[src/rtl/systolic_result_drain.sv]
// Result drain for a 2x2 systolic array: buffers whole result matrices on a
// valid pulse and streams their elements out row-major over valid/ready.
module systolic_result_drain #(
    parameter int DW = 9,
    parameter int N  = 2
) (
    input  logic                   clk,
    input  logic                   rst_n,
    input  logic                   res_valid,
    input  logic [DW-1:0]          c11,
    input  logic [DW-1:0]          c12,
    input  logic [DW-1:0]          c21,
    input  logic [DW-1:0]          c22,
    output logic                   m_valid,
    input  logic                   m_ready,
    output logic [DW-1:0]          m_data,
    output logic [1:0]             m_idx,
    output logic                   m_last,
    output logic                   full,
    output logic [$clog2(N+1)-1:0] count,
    output logic                   overflow,
    input  logic                   clr_overflow
);

    localparam int PW = $clog2(N);
    localparam int CW = $clog2(N+1);

    typedef enum logic {EMPTY, STREAM} state_t;

    logic [4*DW-1:0] mem [N];
    logic [4*DW-1:0] head;
    logic [PW-1:0]   wr_ptr, rd_ptr;
    logic [1:0]      idx;
    logic [CW-1:0]   count_q, count_next;
    state_t          state, state_next;
    logic            beat, pop, wr_en, drop;

    assign full  = (count_q == CW'(N));
    assign count = count_q;
    assign beat  = m_valid && m_ready;
    assign pop   = beat && (idx == 2'd3);
    // A pop frees the head slot on the same edge, so a full buffer can still accept.
    assign wr_en = res_valid && (!full || pop);
    assign drop  = res_valid && full && !pop;
    assign head  = mem[rd_ptr];

    always_comb begin
        // NOTE: every comb output gets a default first so no path can infer a latch.
        count_next = count_q;
        case ({wr_en, pop})
            2'b10:   count_next = count_q + CW'(1);
            2'b01:   count_next = count_q - CW'(1);
            default: count_next = count_q;
        endcase
    end

    // NOTE: the buffer RAM has no reset; only the pointers and count define its contents.
    always_ff @(posedge clk) begin
        if (wr_en) mem[wr_ptr] <= {c11, c12, c21, c22};
    end

    // NOTE: sequential state uses non-blocking assignments so every register samples pre-edge values.
    always_ff @(posedge clk or negedge rst_n) begin
        if (!rst_n) begin
            wr_ptr   <= '0;
            rd_ptr   <= '0;
            idx      <= '0;
            count_q  <= '0;
            overflow <= 1'b0;
        end else begin
            count_q <= count_next;
            if (wr_en) wr_ptr <= wr_ptr + PW'(1);
            if (pop)   rd_ptr <= rd_ptr + PW'(1);
            if (beat)  idx    <= idx + 2'd1;
            if (drop)              overflow <= 1'b1;
            else if (clr_overflow) overflow <= 1'b0;
        end
    end

    always_ff @(posedge clk or negedge rst_n) begin
        if (!rst_n) state <= EMPTY;
        else        state <= state_next;
    end

    // Next state follows the post-edge count, so a write into an empty buffer is visible next cycle.
    always_comb begin
        state_next = state;
        case (state)
            EMPTY:   if (count_next != '0) state_next = STREAM;
            STREAM:  if (count_next == '0) state_next = EMPTY;
            default: state_next = EMPTY;
        endcase
    end

    always_comb begin
        m_valid = 1'b0;
        m_data  = '0;
        m_idx   = '0;
        m_last  = 1'b0;
        if (state == STREAM) begin
            m_valid = 1'b1;
            m_idx   = idx;
            m_last  = (idx == 2'd3);
            case (idx)
                2'd0:    m_data = head[4*DW-1 -: DW];
                2'd1:    m_data = head[3*DW-1 -: DW];
                2'd2:    m_data = head[2*DW-1 -: DW];
                default: m_data = head[DW-1:0];
            endcase
        end
    end

endmodule

[config.mk]
export PLATFORM = sky130hd
export DESIGN_NAME = systolic_result_drain
export DESIGN_NICKNAME = d
export VERILOG_FILES = /design/src/rtl/systolic_result_drain.sv
export SDC_FILE = /design/constraint.sdc
export NUM_CORES = 1
export LEC_CHECK = 0
export CAP_MARGIN = 10
export CORE_UTILIZATION = 40
export CTS_CLUSTER_DIAMETER = 80
export DETAILED_ROUTE_END_ITERATION = 10
export PLACE_DENSITY = 0.68
export RECOVER_POWER = 50
export SYNTH_ARGS = -nofsm -noshare
export SYNTH_HDL_FRONTEND = slang
export SYNTH_SLANG_ARGS = --single-unit
[constraint.sdc]
create_clock -name clk -period 4.1 [get_ports clk]
set_input_delay 0.82 -clock clk [delete_from_list [all_inputs] [get_ports clk]]
set_output_delay 0.82 -clock clk [all_outputs]
set_load 0.005 [all_outputs]
# Word level (Yosys, flattened, before mapping)
# Memory sizes are Yosys's and may differ from the RTL's.
# Cells that the tools add are included.
[classes]
add_sub_neg = 5
n_eq_ne = 6
n_mux = 13
bitwise_logic = 1
reduce_logical = 12
[op_table]
columns = ["cell", "count"]
rows = [
  ["9-bit case mux with 3 select lines", 1],
  ["9-bit 2-to-1 mux", 1],
  ["2-bit == test (second input constant)", 4],
  ["1-bit 2-to-1 mux", 8],
  ["1-bit logical AND", 5],
  ["2-bit by 1-bit adder with 2-bit output (second input constant)", 2],
  ["2-bit by 1-bit == test with 1-bit output (second input constant)", 2],
  ["2-bit zero test", 2],
  ["2-bit case mux with 2 select lines", 1],
  ["2-bit nonzero test", 2],
  ["1-bit adder (second input constant)", 2],
  ["1-bit zero test", 2],
  ["2-bit 2-to-1 mux", 1],
  ["1-bit case mux with 2 select lines", 1],
  ["2-bit by 1-bit subtractor with 2-bit output (second input constant)", 1],
  ["1-bit logical OR", 1],
  ["1-bit inverter", 1],
]
[totals]
reg_bits = 8
ram_bits = 72
inputBits = 41
out_inout_bits = 17
elab_cells = 44
mem_count = 1
[mem_list]
columns = ["memory", "depth", "word_bits", "rd", "rd_ports_with_merged_regs", "write_ports", "line", "source"]
rows = [
  ["mem", 2, 36, 1, 0, 1, "30", "logic [4*DW-1:0] mem [N];"],
]

# Logic depth before layout (Yosys ltp)
[logic_depth]
word_depth = 10
depth_mapped = 7
ltp_nobuf = 5

# Worst setup path after synthesis
# Ideal clock, no wire load.
[synth_timing]
kind = "in2reg"
startpoint = "in res_valid"
endpoint = "mem mem[0][0] (netlist name), enable pin"
setup_time_ns = 0.429
arrival_time_ns = 2.708
required_ns = 3.671
slack_ns = 0.963
path_stages = 3
n_path_buf = 1
cell_sequence = "clkbuf_1 -> nand2_1 -> nor2_1"
[synth_via]
elab_chain_len = 3
[synth_rtl]
columns = ["item", "line", "source"]
rows = [
  ["start, declared", "9", "input logic res_valid,"],
  ["1-bit logical AND", "43", "assign wr_en = res_valid && (!full || pop);"],
  ["1-bit 2-to-1 mux", "59", "if (wr_en) mem[wr_ptr] <= {c11, c12, c21, c22};"],
  ["1-bit 2-to-1 mux (implied by the code)", "59", ""],
  ["end, declared", "30", ""],
]
# No other way between the ends.

# Worst setup path after layout
[layout_timing]
startpoint = "reg idx[1]"
endpoint = "out m_data[8]"
[layout_via]
elab_chain_len = 3
[layout_rtl]
columns = ["item", "line", "source"]
rows = [
  ["start, declared", "33", "logic [1:0] idx;"],
  ["start signal, assigned", "74", "if (beat) idx <= idx + 2'd1;"],
  ["2-bit == test, or another cell as far along", "104", "case (idx)"],
  ["9-bit case mux with 3 select lines *", "104", ""],
  ["9-bit 2-to-1 mux *", "100", "if (state == STREAM) begin"],
  ["end, declared", "16", "output logic [DW-1:0] m_data,"],
]
# Every way passes the cells marked *; elsewhere a longest branch is shown, timed or not.

==> impl_metrics.tcl <==
set metrics [dict create \
    status "completed" \
    cts_setup_buffers 0 \
    finalHoldViolations 0 \
    die_h_um 91.5 \
    regToRegSetupSlack_ns 1.75 \
    ios 58 \
    powerDensity_nw_per_um2 701 \
    wl_per_cell_um 16.5 \
    grt_pass1_wl_um 9580 \
    cp-end-kind "output port" \
    numCtsBuffers 9 \
    clock-sinks 80 \
    first_global_vias 1941 \
    clk_latency_ns 0.36 \
    detail-route-antenna-nets 0 \
    syn_inst 202 \
    coreArea_um2 7730 \
    viasPerCell 5.20 \
    place_area_um2 3870 \
    dp_hpwl_um 3790 \
    timing.fmax_mhz 289 \
    fin_skew_ns 0.0167 \
    syn_area_per_cell_um2 15.9 \
    critPathSlowestCell "ha_1" \
    cts.repair.resized 0 \
    ir_drop_v 0.000344 \
    drtIter0Drc 96 \
    grt_overflow 0 \
    final_layout_size_suffix_gt1_share_pct 8.30 \
    path_clk_slew_ns 0.09 \
    slew_headroom_pct 52.0 \
    cp.required_ns 3.28 \
    p_leak_nw 1.44 \
    dieArea_um2 8380 \
    drv_cap 0 \
    synth_seq_area_share_pct 73.7 \
    antennaDiodeCount 0 \
    ys_ff_latch 80 \
    maxSlewViolCount 0 \
    root_buffer "clkbuf_8" \
    worst_pin_slew_ns 0.720 \
    rsz0062_at_grt "false" \
    syn-num-nets 248 \
    cp.arrival_ns 2.64 \
    cts_max_level 3 \
    wl_um 6060 \
    synth.cell_area_um2 3210 \
    crit_chain "inv_1, ha_1, a22oi_1, a32oi_1, o211a_1, clkdlybuf4s50_1" \
    crit_fanout 18 \
    synthToLayoutAreaGrowth_pct 25.9 \
    place_ws_ns 1.02 \
    slowest_delay_ns 0.58 \
    cts-hold-fix-buffers 0 \
    vias 1909 \
    postLayoutCellArea_um2 4040 \
    hold_class "reg -> reg" \
    die_w_um 91.5 \
    synth_cell_type_count 27 \
    nNetsFinal 306 \
    finalWorstSetupSlack_ns 0.636 \
    portBuffers 57 \
    min_period_ns 3.46 \
    place_congestion 0.731 \
    start_util_pct 41.5 \
    cts_tree "built" \
    tns_ns 0 \
    grt_max_degree 37 \
    num_rows 32 \
    first_pass_iters 4 \
    grt_usage_pct 15.6 \
    setup_violations 0 \
    antenna_found_initial 0 \
    path_class "reg -> out" \
    yosys_warnings 0 \
    fin_crit_sh_pct 84.5 \
    clockBufferDepth 2 \
    start_kind "flip-flop" \
    drc_errors 0 \
]
## critical path, delay by kind of cell (launching register included)
family,cells,cell delay (ns)
DFF,1,0.44
AOI/OAI and AO/OA,3,0.67
adders and majority gates,1,0.58
buffers and inverters,2,0.59
## kinds of logic (layout without fill, tap and decap cells)
kind of cell             count (synthesis)  in the layout  share of synthesized area (%)
AO/OA/AOI/OAI                           52             52                           12.2
XOR/XNOR                                 5              5                           1.37
adder cells (fa/ha/maj)                  5              5                           1.95
buffers and inverters                   17             80                           2.58
flip-flops                              80             80                           73.7
multiplexers                            11             11                           3.47
AND/OR/NAND/NOR                         32             32                           4.76
## per-stage QoR
| step | hold slack, ns | cells | util, % | power (mW) |
|---|---|---|---|---|
| 6_report | 0.560 | 367 | 52.2 | 2.83 |
| 5_1_grt | 0.580 | 367 | 52.2 | 3.00 |
| 3_5_place_dp | 0.547 | 351 | 50.0 | 2.33 |
| 3_3_place_gp | 0.516 | 351 | 50.0 | 2.31 |
| 4_1_cts | 0.563 | 367 | 52.4 | 2.87 |
| 2_1_floorplan | 0.460 | 202 | - | 1.86 |
## flip-flops by register name, indices dropped and copies added (netlist names)
signal    count
count         2
rd_ptr        1
overflow      1
state         1
wr_ptr        1
mem          72
idx           2
## routing by layer
metal	up-vias	track usage, %	part of all wire, %
li1	903	-	-
met5	-	0	0
met2	74	24.7	49
met4	0	6.75	2.0
met3	11	5.36	5.5
met1	921	19.3	43
## placed cells by master (no fill, tap or decap), types with 3 or more instances in the layout
cell / n
a22oi_1: 18
a32oi_1: 9
o211a_1: 9
a21oi_1: 10
edfxtp_1: 72
nand2_1: 21
buf_4: 3
nand3_1: 4
ha_1: 5
inv_6: 4
dlygate4sd3_1: 38
o21ai_0: 4
dfrtp_1: 8
clkdlybuf4s50_1: 19
clkbuf_8: 9
and2_1: 3
xnor2_1: 4
inv_1: 4
mux2i_1: 10
## synthesized netlist by cell type
cell | n | area (um^2)
a211oi_1 | 1 | 7.51
a21oi_1 | 10 | 50.1
a22oi_1 | 18 | 135
a32oi_1 | 9 | 78.8
and2_1 | 3 | 18.8
and3_1 | 1 | 6.26
buf_1 | 1 | 3.75
buf_2 | 6 | 30.0
buf_4 | 3 | 22.5
clkbuf_1 | 3 | 11.3
dfrtp_1 | 8 | 200
edfxtp_1 | 72 | 2160
ha_1 | 5 | 62.6
inv_1 | 4 | 15.0
mux2_2 | 1 | 11.3
mux2i_1 | 10 | 100
nand2_1 | 21 | 78.8
nand3_1 | 3 | 15.0
nand3_4 | 1 | 17.5
nor2_1 | 1 | 3.75
nor2b_1 | 1 | 6.26
o211a_1 | 9 | 90.1
o21ai_0 | 4 | 20.0
o21ai_2 | 1 | 8.76
or2_1 | 1 | 6.26
xnor2_1 | 4 | 35.0
xor2_1 | 1 | 8.76
## final timing paths
kind / to / start / cells after the start
max: m_data[8] / idx[1] / 6
min: overflow / overflow / 2
max reg2reg: mem[0][11] / state / 5
min reg2reg: overflow / overflow / 2
max in group asynchronous: rd_ptr / rst_n / 1
min in group asynchronous: count[1] / rst_n / 1
## area by class of cell
type	count	area, um^2
clock inverters	7	58.8
multi-input cells	105	756
inverters	4	15.0
well taps	102	128
fillers	650	3690
repair buffers	60	593
clock buffers	9	124
flip-flops and latches	80	2360
## where the power goes
| group | internal (mW) | switching, mW | leakage (nW) |
|---|---|---|---|
| clock network | 0.231 | 0.304 | 0.0929 |
| registers | 1.13 | 0.113 | 0.761 |
| logic | 0.531 | 0.525 | 0.585 |
| total | 1.89 | 0.941 | 1.44 |
Note: power is estimated with default switching activity, not from simulation.
